===== src/rtl/cla_adder_sched.sv =====
// Digit-serial adder scheduler: two requesters share one SLICE-bit CLA slice.
// Optional macro SCHED_OVF_EN adds the rsp_ovf signed-overflow output.
module cla_adder_sched #(
    parameter int WIDTH = 8,
    parameter int SLICE = 2
) (
    input  logic             clk,
    input  logic             rst_n,
    input  logic             req0_valid,
    output logic             req0_ready,
    input  logic [WIDTH-1:0] req0_a,
    input  logic [WIDTH-1:0] req0_b,
    input  logic             req0_cin,
    input  logic             req1_valid,
    output logic             req1_ready,
    input  logic [WIDTH-1:0] req1_a,
    input  logic [WIDTH-1:0] req1_b,
    input  logic             req1_cin,
    output logic             rsp_valid,
    input  logic             rsp_ready,
    output logic [WIDTH-1:0] rsp_sum,
    output logic             rsp_cout,
    output logic             rsp_id,
`ifdef SCHED_OVF_EN
    output logic             rsp_ovf,
`endif
    output logic             busy
);

    localparam int NDIG = WIDTH / SLICE;
    localparam int KW   = (NDIG > 1) ? $clog2(NDIG) : 1;

    generate
        if ((WIDTH % SLICE) != 0 || WIDTH < SLICE) begin : g_bad_cfg
            $error("cla_adder_sched: WIDTH must be a multiple of SLICE");
        end
    endgenerate

    typedef enum logic [1:0] {IDLE, RUN, DONE} state_t;

    state_t            state;
    state_t            state_nx;
    logic              rr_last;
    logic [KW-1:0]     k;
    logic              carry;
    logic [WIDTH-1:0]  a_q;
    logic [WIDTH-1:0]  b_q;
    logic              gnt_vld;
    logic              gnt_id;
    logic              last;

    logic [SLICE-1:0]  da;
    logic [SLICE-1:0]  db;
    logic [SLICE-1:0]  dg;
    logic [SLICE-1:0]  dp;
    logic [SLICE-1:0]  ds;
    logic [SLICE:0]    dc;
    logic              cc;
    logic              pp;

    // Round-robin: on contention the requester not served last wins.
    always_comb begin
        gnt_vld = req0_valid | req1_valid;
        gnt_id  = 1'b0;
        if (req0_valid && req1_valid) gnt_id = ~rr_last;
        else if (req1_valid)          gnt_id = 1'b1;
    end

    assign req0_ready = (state == IDLE) && req0_valid && !gnt_id;
    assign req1_ready = (state == IDLE) && req1_valid && gnt_id;
    assign busy       = (state != IDLE);
    assign last       = (k == KW'(NDIG - 1));

    // Flattened lookahead: c[i+1] = g[i] | p[i]g[i-1] | ... | p[i..0]cin.
    always_comb begin
        da = a_q[int'(k)*SLICE +: SLICE];
        db = b_q[int'(k)*SLICE +: SLICE];
        dg = da & db;
        dp = da ^ db;
        dc = '0;
        cc = 1'b0;
        pp = 1'b1;
        dc[0] = carry;
        for (int i = 0; i < SLICE; i++) begin
            cc = 1'b0;
            for (int j = 0; j <= i; j++) begin
                pp = 1'b1;
                for (int m = j + 1; m <= i; m++) pp = pp & dp[m];
                cc = cc | (dg[j] & pp);
            end
            pp = 1'b1;
            for (int m = 0; m <= i; m++) pp = pp & dp[m];
            dc[i+1] = cc | (pp & carry);
        end
        ds = dp ^ dc[SLICE-1:0];
    end

    always_ff @(posedge clk) begin
        if (!rst_n) state <= IDLE;
        else        state <= state_nx;
    end

    always_comb begin
        state_nx = state;
        case (state)
            IDLE:    if (gnt_vld) state_nx = RUN;
            RUN:     if (last) state_nx = DONE;
            DONE:    if (rsp_ready) state_nx = IDLE;
            default: state_nx = IDLE;
        endcase
    end

    always_ff @(posedge clk) begin
        if (!rst_n) begin
            rr_last   <= 1'b1;
            k         <= '0;
            carry     <= 1'b0;
            a_q       <= '0;
            b_q       <= '0;
            rsp_valid <= 1'b0;
            rsp_sum   <= '0;
            rsp_cout  <= 1'b0;
            rsp_id    <= 1'b0;
`ifdef SCHED_OVF_EN
            rsp_ovf   <= 1'b0;
`endif
        end else begin
            case (state)
                IDLE: begin
                    if (gnt_vld) begin
                        a_q     <= gnt_id ? req1_a : req0_a;
                        b_q     <= gnt_id ? req1_b : req0_b;
                        carry   <= gnt_id ? req1_cin : req0_cin;
                        k       <= '0;
                        rr_last <= gnt_id;
                        rsp_id  <= gnt_id;
                    end
                end
                RUN: begin
                    rsp_sum[int'(k)*SLICE +: SLICE] <= ds;
                    carry <= dc[SLICE];
                    k     <= k + 1'b1;
                    if (last) begin
                        rsp_cout  <= dc[SLICE];
                        rsp_valid <= 1'b1;
`ifdef SCHED_OVF_EN
                        rsp_ovf   <= dc[SLICE] ^ dc[SLICE-1];
`endif
                    end
                end
                DONE: begin
                    if (rsp_ready) rsp_valid <= 1'b0;
                end
                default: ;
            endcase
        end
    end

endmodule


===== config.mk =====
export PLATFORM = sky130hd
export DESIGN_NAME = cla_adder_sched
export DESIGN_NICKNAME = d
export VERILOG_FILES = /design/src/rtl/cla_adder_sched.sv
export SDC_FILE = /design/constraint.sdc
export NUM_CORES = 1
export LEC_CHECK = 0
export BUFFER_PORTS_ARGS = -buffer_cell sky130_fd_sc_hd__buf_2
export CORE_MARGIN = 1.5
export CORE_UTILIZATION = 39
export CTS_BUF_LIST = sky130_fd_sc_hd__clkbuf_2 sky130_fd_sc_hd__clkbuf_4 sky130_fd_sc_hd__clkbuf_8
export DETAILED_ROUTE_END_ITERATION = 8
export PLACE_DENSITY = 0.67
export RECOVER_POWER = 50
export SETUP_SLACK_MARGIN = 0.5
export SLEW_MARGIN = 40
export SYNTH_ARGS = -nofsm -noshare
export SYNTH_HDL_FRONTEND = slang
export SYNTH_SLANG_ARGS = --single-unit

===== constraint.sdc =====
create_clock -name clk -period 2.32 [get_ports clk]
set_clock_uncertainty 0.2 [all_clocks]
set_input_delay 0.116 -clock clk [delete_from_list [all_inputs] [get_ports clk]]
set_output_delay 0.116 -clock clk [all_outputs]
set_load 0.05 [all_outputs]

# Yosys cells after proc, flatten, opt, wreduce, memory -nomap -nowiden
# Index checks and enable logic that the tools add are counted.
totals:
  out_inout_bits: 14
  wordCells: 66
  inputBits: 39
  ff_bits: 33
op_classes:
  n_reduce_logical: 15
  bitwise_logic: 12
  shifts: 4
  n_eq_ne: 6
  add_sub_neg: 2
  n_mux: 17
ops:
  columns: ["operator", "n"]
  rows:
  - ["3-bit negation with 33-bit output", 1]
  - ["2-bit by 33-bit variable shift with 8-bit output, first input constant", 1]
  - ["2-bit by 33-bit indexed part select with 8-bit output", 1]
  - ["8-bit two-way mux", 2]
  - ["8-bit by 4-bit indexed part select with 2-bit output", 2]
  - ["8-bit bitwise mux", 1]
  - ["2-bit two-way mux", 4]
  - ["1-bit two-way mux", 6]
  - ["2-bit inequality test, second input constant", 3]
  - ["2-bit one-hot mux with 3 select lines", 1]
  - ["2-bit AND reduction", 3]
  - ["3-bit AND reduction", 2]
  - ["2-bit nonzero test", 3]
  - ["1-bit logical AND", 5]
  - ["1-bit AND", 4]
  - ["2-bit == test, second input constant", 2]
  - ["1-bit bitwise OR", 4]
  - ["1-bit one-hot mux with 2 select lines", 2]
  - ["2-bit one-hot mux with 2 select lines", 1]
  - ["2-bit XOR", 2]
  - ["2-bit by 1-bit adder with 2-bit output, second input constant", 1]
  - ["2-bit AND", 1]
  - ["2-bit by 1-bit == test with 1-bit output, second input constant", 1]
  - ["2-bit logical NOT", 1]
  - ["2 further kinds", 2]

# Logic depth before layout (Yosys ltp)
depth:
  ltp_word: 7
  ltp_mapped: 6
  mapped_depth_nobuf: 5

# Worst setup path before layout
# Ideal clock, no wire load.
synth_path:
  path_type: "register to register"
  from: "reg k[0]"
  to: "reg rsp_sum[3]"
  path_buffers: 1
  arrival_time_ps: 2028
  setup_ps: 70
  path_stages_with_launch: 7
  required_time_ps: 2050
  setup_slack_ps: 21
  cell_sequence: "dfxtp_1 > buf_2 > mux4_2 > fa_1 > xor2_1 > nand4_1 > a21oi_1"
synth_via:
  elab_chain_cells: 7
  word_cells_on_any_way: 11
  classes_between: "add/sub (1); shift (4); mux (1); bitwise (5)"
synth_lines:
  columns: ["element", "line", "source"]
  rows:
  - ["start: declaration", "44", "logic [KW-1:0] k;"]
  - ["start signal: assignment", "142", "k <= k + 1'b1;"]
  - ["8-bit by 4-bit indexed part select with 2-bit output (on tied branches)", "76, 77", null]
  - ["2-bit XOR", "79", "dp = da ^ db;"]
  - ["1-bit AND", "93", "dc[i+1] = cc | (pp & carry);"]
  - ["1-bit bitwise OR", "93", null]
  - ["2-bit XOR", "95", "ds = dp ^ dc[SLICE-1:0];"]
  - ["2-bit by 33-bit indexed part select with 8-bit output", "140", "rsp_sum[int'(k)*SLICE +: SLICE] <= ds;"]
  - ["8-bit bitwise mux *", "140", null]
  - ["end signal: indexed assignment", "140", null]
  - ["end: declaration", "21", "output logic [WIDTH-1:0] rsp_sum,"]
# Every way passes the cells marked *; elsewhere a longest branch is shown, timed or not.
# A chain may end at the register's enable or synchronous reset.

# Worst setup path in the final report
layout_path:
  from: "reg k[0]"
  to: "reg rsp_sum[7]"
# The elaborated chain is that of the path after synthesis.

==> results.yml <==
floorplanning:
  num_rows: 24
  fp.dieArea_um2: 4960
  initial_utilization: 0.407
  io_pins: 53
  chipHeight_um: 70.4
  die_w_um: 70.4
  coreArea_um2: 4350
yosys:
  syn_area_um2: 1770
  synth_top_family_by_area: "compound AO/OA/AOI/OAI gates"
  synth.mux.area_fraction: 0.147
  syn_area_per_cell_um2: 9.47
  synth.top_cells.by_count: "33 x dfxtp_1, 30 x a21oi_1, 17 x mux2i_1"
  yosys_warnings: 0
  synth_enable_flop_cells: 0
  synth_top_area_frac: 0.373
  synth_xor_area_frac: 0.00494
  synth_adder_area_share: 0.0678
  synth-simple-area-share: 0.141
  synthMostInstantiatedCell: "dfxtp_1"
  synthCells: 187
  dominantRegCellSynth: "dfxtp_1"
  yosysTopAreaCell: "dfxtp_1"
  synth-compound-area-share: 0.208
  ys_ff_latch: 33
  syn-num-nets: 235
  ys_seq_area_frac: 0.373
  synth_cell_types: 36
  synth_area_leaders: "dfxtp_1 37%, mux2i_1 9.6%, a21oi_1 8.5%, a211oi_1 6.8%, ha_1 5.6%"
  ys_async_sr_fraction: 0
min_path:
  worstHoldEndpoint: "a_q[2]$_SDFFE_PN0P_"
  hp-start: "req0_a[2]"
  holdPathStages: 3
  hold_path.class: "primary input to flip-flop"
setup_path:
  cp_max_fo: 5
  crit_chain: "mux4_2 > fa_2 > xor2_4 > nand4_1 > a21oi_1"
  reg2reg_depth: 5
  critPathKind: "flip-flop to flip-flop"
  cp-end-kind: "flip-flop"
  rr_endpoint: "rsp_sum[7]$_SDFFE_PN0P_"
  critPathMaxStageDelay_ns: 0.54
  crit_required_ns: 2.34
  r2r_slack_ns: 0.24
  startpoint_type: "flip-flop"
  crit_slowest_cell: "mux4_2"
  cp.arrival_ns: 2.10
  r2r_start: "k[0]$_SDFFE_PN0P_"
power_and_ir_drop:
  peakVddDrop_v: 0.000260
  p_leak_nw: 0.998
  power_density_nw_per_um2: 587
timing:
  slew_viol_final: 0
  timing.final.crit_share: 0.898
  achievable-frequency_mhz: 480
  slew_headroom: 0.528
  max_slew.worst_pin.slew_ns: 0.707
  setup_viol: 0
  holdWs_ns: -0.00363
  setup_slack_ns: 0.237
  rsz0062_at_grt: "yes"
  fin_tns_setup_ns: 0
  final-hold-violation-count: 1
  min_period_ns: 2.08
job:
  drv_cap: 0
placed_design:
  portBuffers: 52
  dpl_worst_slack_ns: 0.0935
  place_area_um2: 2100
  place.detailed.hpwl_um: 2810
  gp_congestion: 0.782
clock_network:
  htreeDepth: 2
  cts-root-buf: "clkbuf_8"
  clock_latency_ns: 0.28
  clk_pin_slew_worst_paths_ns: 0.07
  cts_tree: "done"
  cts.sinks: 33
  clock_path_buffers: 2
  cts_buffers: 5
global_route:
  overflow: 0
  antenna_found_initial: 0
  grt_max_degree: 23
  grt_first_pass_wirelength_um: 7380
  grt_pass1_vias: 1661
  grt_usage: 0.189
routing:
  routed_wl_um: 4390
  antenna_left: 0
  viasPerCell: 5.24
  vias: 1688
  avgRoutedWirePerCell_um: 13.6
  drtIter0Drc: 103
  dr.pass1.iters: 4
  drc_errors: 0
final_layout:
  final_layout_size_suffix_gt1_frac: 0.263
  area_growth_pct: 41.5
  nets: 318
  stdcell_area_um2: 2510
  fin_util: 0.576
  diodes: 0
run_status:
  violations: "negative hold slack"
  outcome: "finished, violations left"
==> worst max-delay path by stage <==
stage	start	end	slack, ns	cells after the start
after floorplan	k[0]$_SDFFE_PN0P_	rsp_sum[3]$_SDFFE_PN0P_	0.27	6
after detailed placement	k[0]$_SDFFE_PN0P_	rsp_sum[5]$_SDFFE_PN0P_	0.09	5
final	k[0]$_SDFFE_PN0P_	rsp_sum[7]$_SDFFE_PN0P_	0.24	5
after global routing	k[0]$_SDFFE_PN0P_	rsp_sum[1]$_SDFFE_PN0P_	0.11	5
after CTS	k[0]$_SDFFE_PN0P_	rsp_sum[5]$_SDFFE_PN0P_	0.24	5
after global placement	k[0]$_SDFFE_PN0P_	rsp_sum[3]$_SDFFE_PN0P_	0.13	5
==> state kept, by name, indices dropped and copies added, names as in the netlist <==
signal / cells
k: 2
a_q: 8
rsp_sum: 8
rsp_cout: 1
rr_last: 1
carry: 1
rsp_valid: 1
b_q: 8
rsp_id: 1
state: 2
==> repair_timing <==
action / CTS / global route
endpoints found under the setup margin: 12 / 12
hold endpoints to repair: 17 / 0
buffers inserted: 1 / 0
resized for setup: 5 / 7
hold buffers: 29 / 0
pin swaps: 2 / 5
==> metal layers <==
| metal | global-route usage | part of all wire | vias up |
|---|---|---|---|
| met2 | 0.308 | 0.50 | 60 |
| met3 | 0.0462 | 0.046 | 16 |
| met4 | 0.103 | 0.034 | 0 |
| li1 | - | - | 853 |
| met1 | 0.228 | 0.42 | 759 |
| met5 | 0 | 0 | - |
==> metrics by stage <==
step	total power, W	cells
2_1_floorplan	0.000892	187
3_3_place_gp	0.000976	285
3_5_place_dp	0.000980	285
4_1_cts	0.00147	322
5_1_grt	0.00155	322
6_report	0.00147	322
==> area by class of cell <==
| cell class | instances | area [µm²] |
|---|---|---|
| inverter | 5 | 18.8 |
| sequential | 33 | 666 |
| fill | 392 | 1850 |
| clock buffer | 7 | 90.1 |
| multi-input combinational | 135 | 1060 |
| timing repair buffer | 90 | 607 |
| tap | 52 | 65.1 |
==> logic make-up (layout without fill, tap and decap cells) <==
kind of cell               after synthesis  count (layout)
AOI/OAI and AO/OA                       58              58
and+or+nand+nor                         46              46
DFF                                     33              33
adders and majority gates                9               9
muxes                                   21              21
buffers and inverters                   19             102
xor gates and xnor gates                 1               1
==> critical path: cells and delay by family (launching register included) <==
family | cells | cell delay, ns
DFF | 1 | 0.40
and+or+nand+nor | 1 | 0.11
AOI/OAI and AO/OA | 1 | 0.16
muxes | 1 | 0.54
xor gates and xnor gates | 1 | 0.19
adders and majority gates | 1 | 0.42
==> cells in the final DEF (no fill, tap or decap), types with 2 or more instances in the layout <==
master          n
clkbuf_8        6
dfxtp_1        31
clkbuf_1       15
mux4_2          4
buf_6           2
nor2_2          3
buf_2          37
inv_1           4
a211oi_1       16
nor3b_1         3
ha_1            7
nand2_1        13
nor2b_1         2
mux2i_1        17
nand2b_1        2
a21oi_1        29
dlygate4sd3_1  29
nand3b_1        4
buf_4           7
o211ai_1        4
nor2_1          5
nand4_1         8
==> power breakdown <==
part | internal (W) | switching, W | leakage (nW) | total, W
sequential | 0.000606 | 0.0000279 | 0.272 | 0.000634
combinational | 0.000186 | 0.000201 | 0.678 | 0.000388
clock | 0.000247 | 0.000202 | 0.0477 | 0.000449
total | 0.00104 | 0.000432 | 0.998 | 0.00147
No activity file was read; power rests on OpenSTA's default activity.
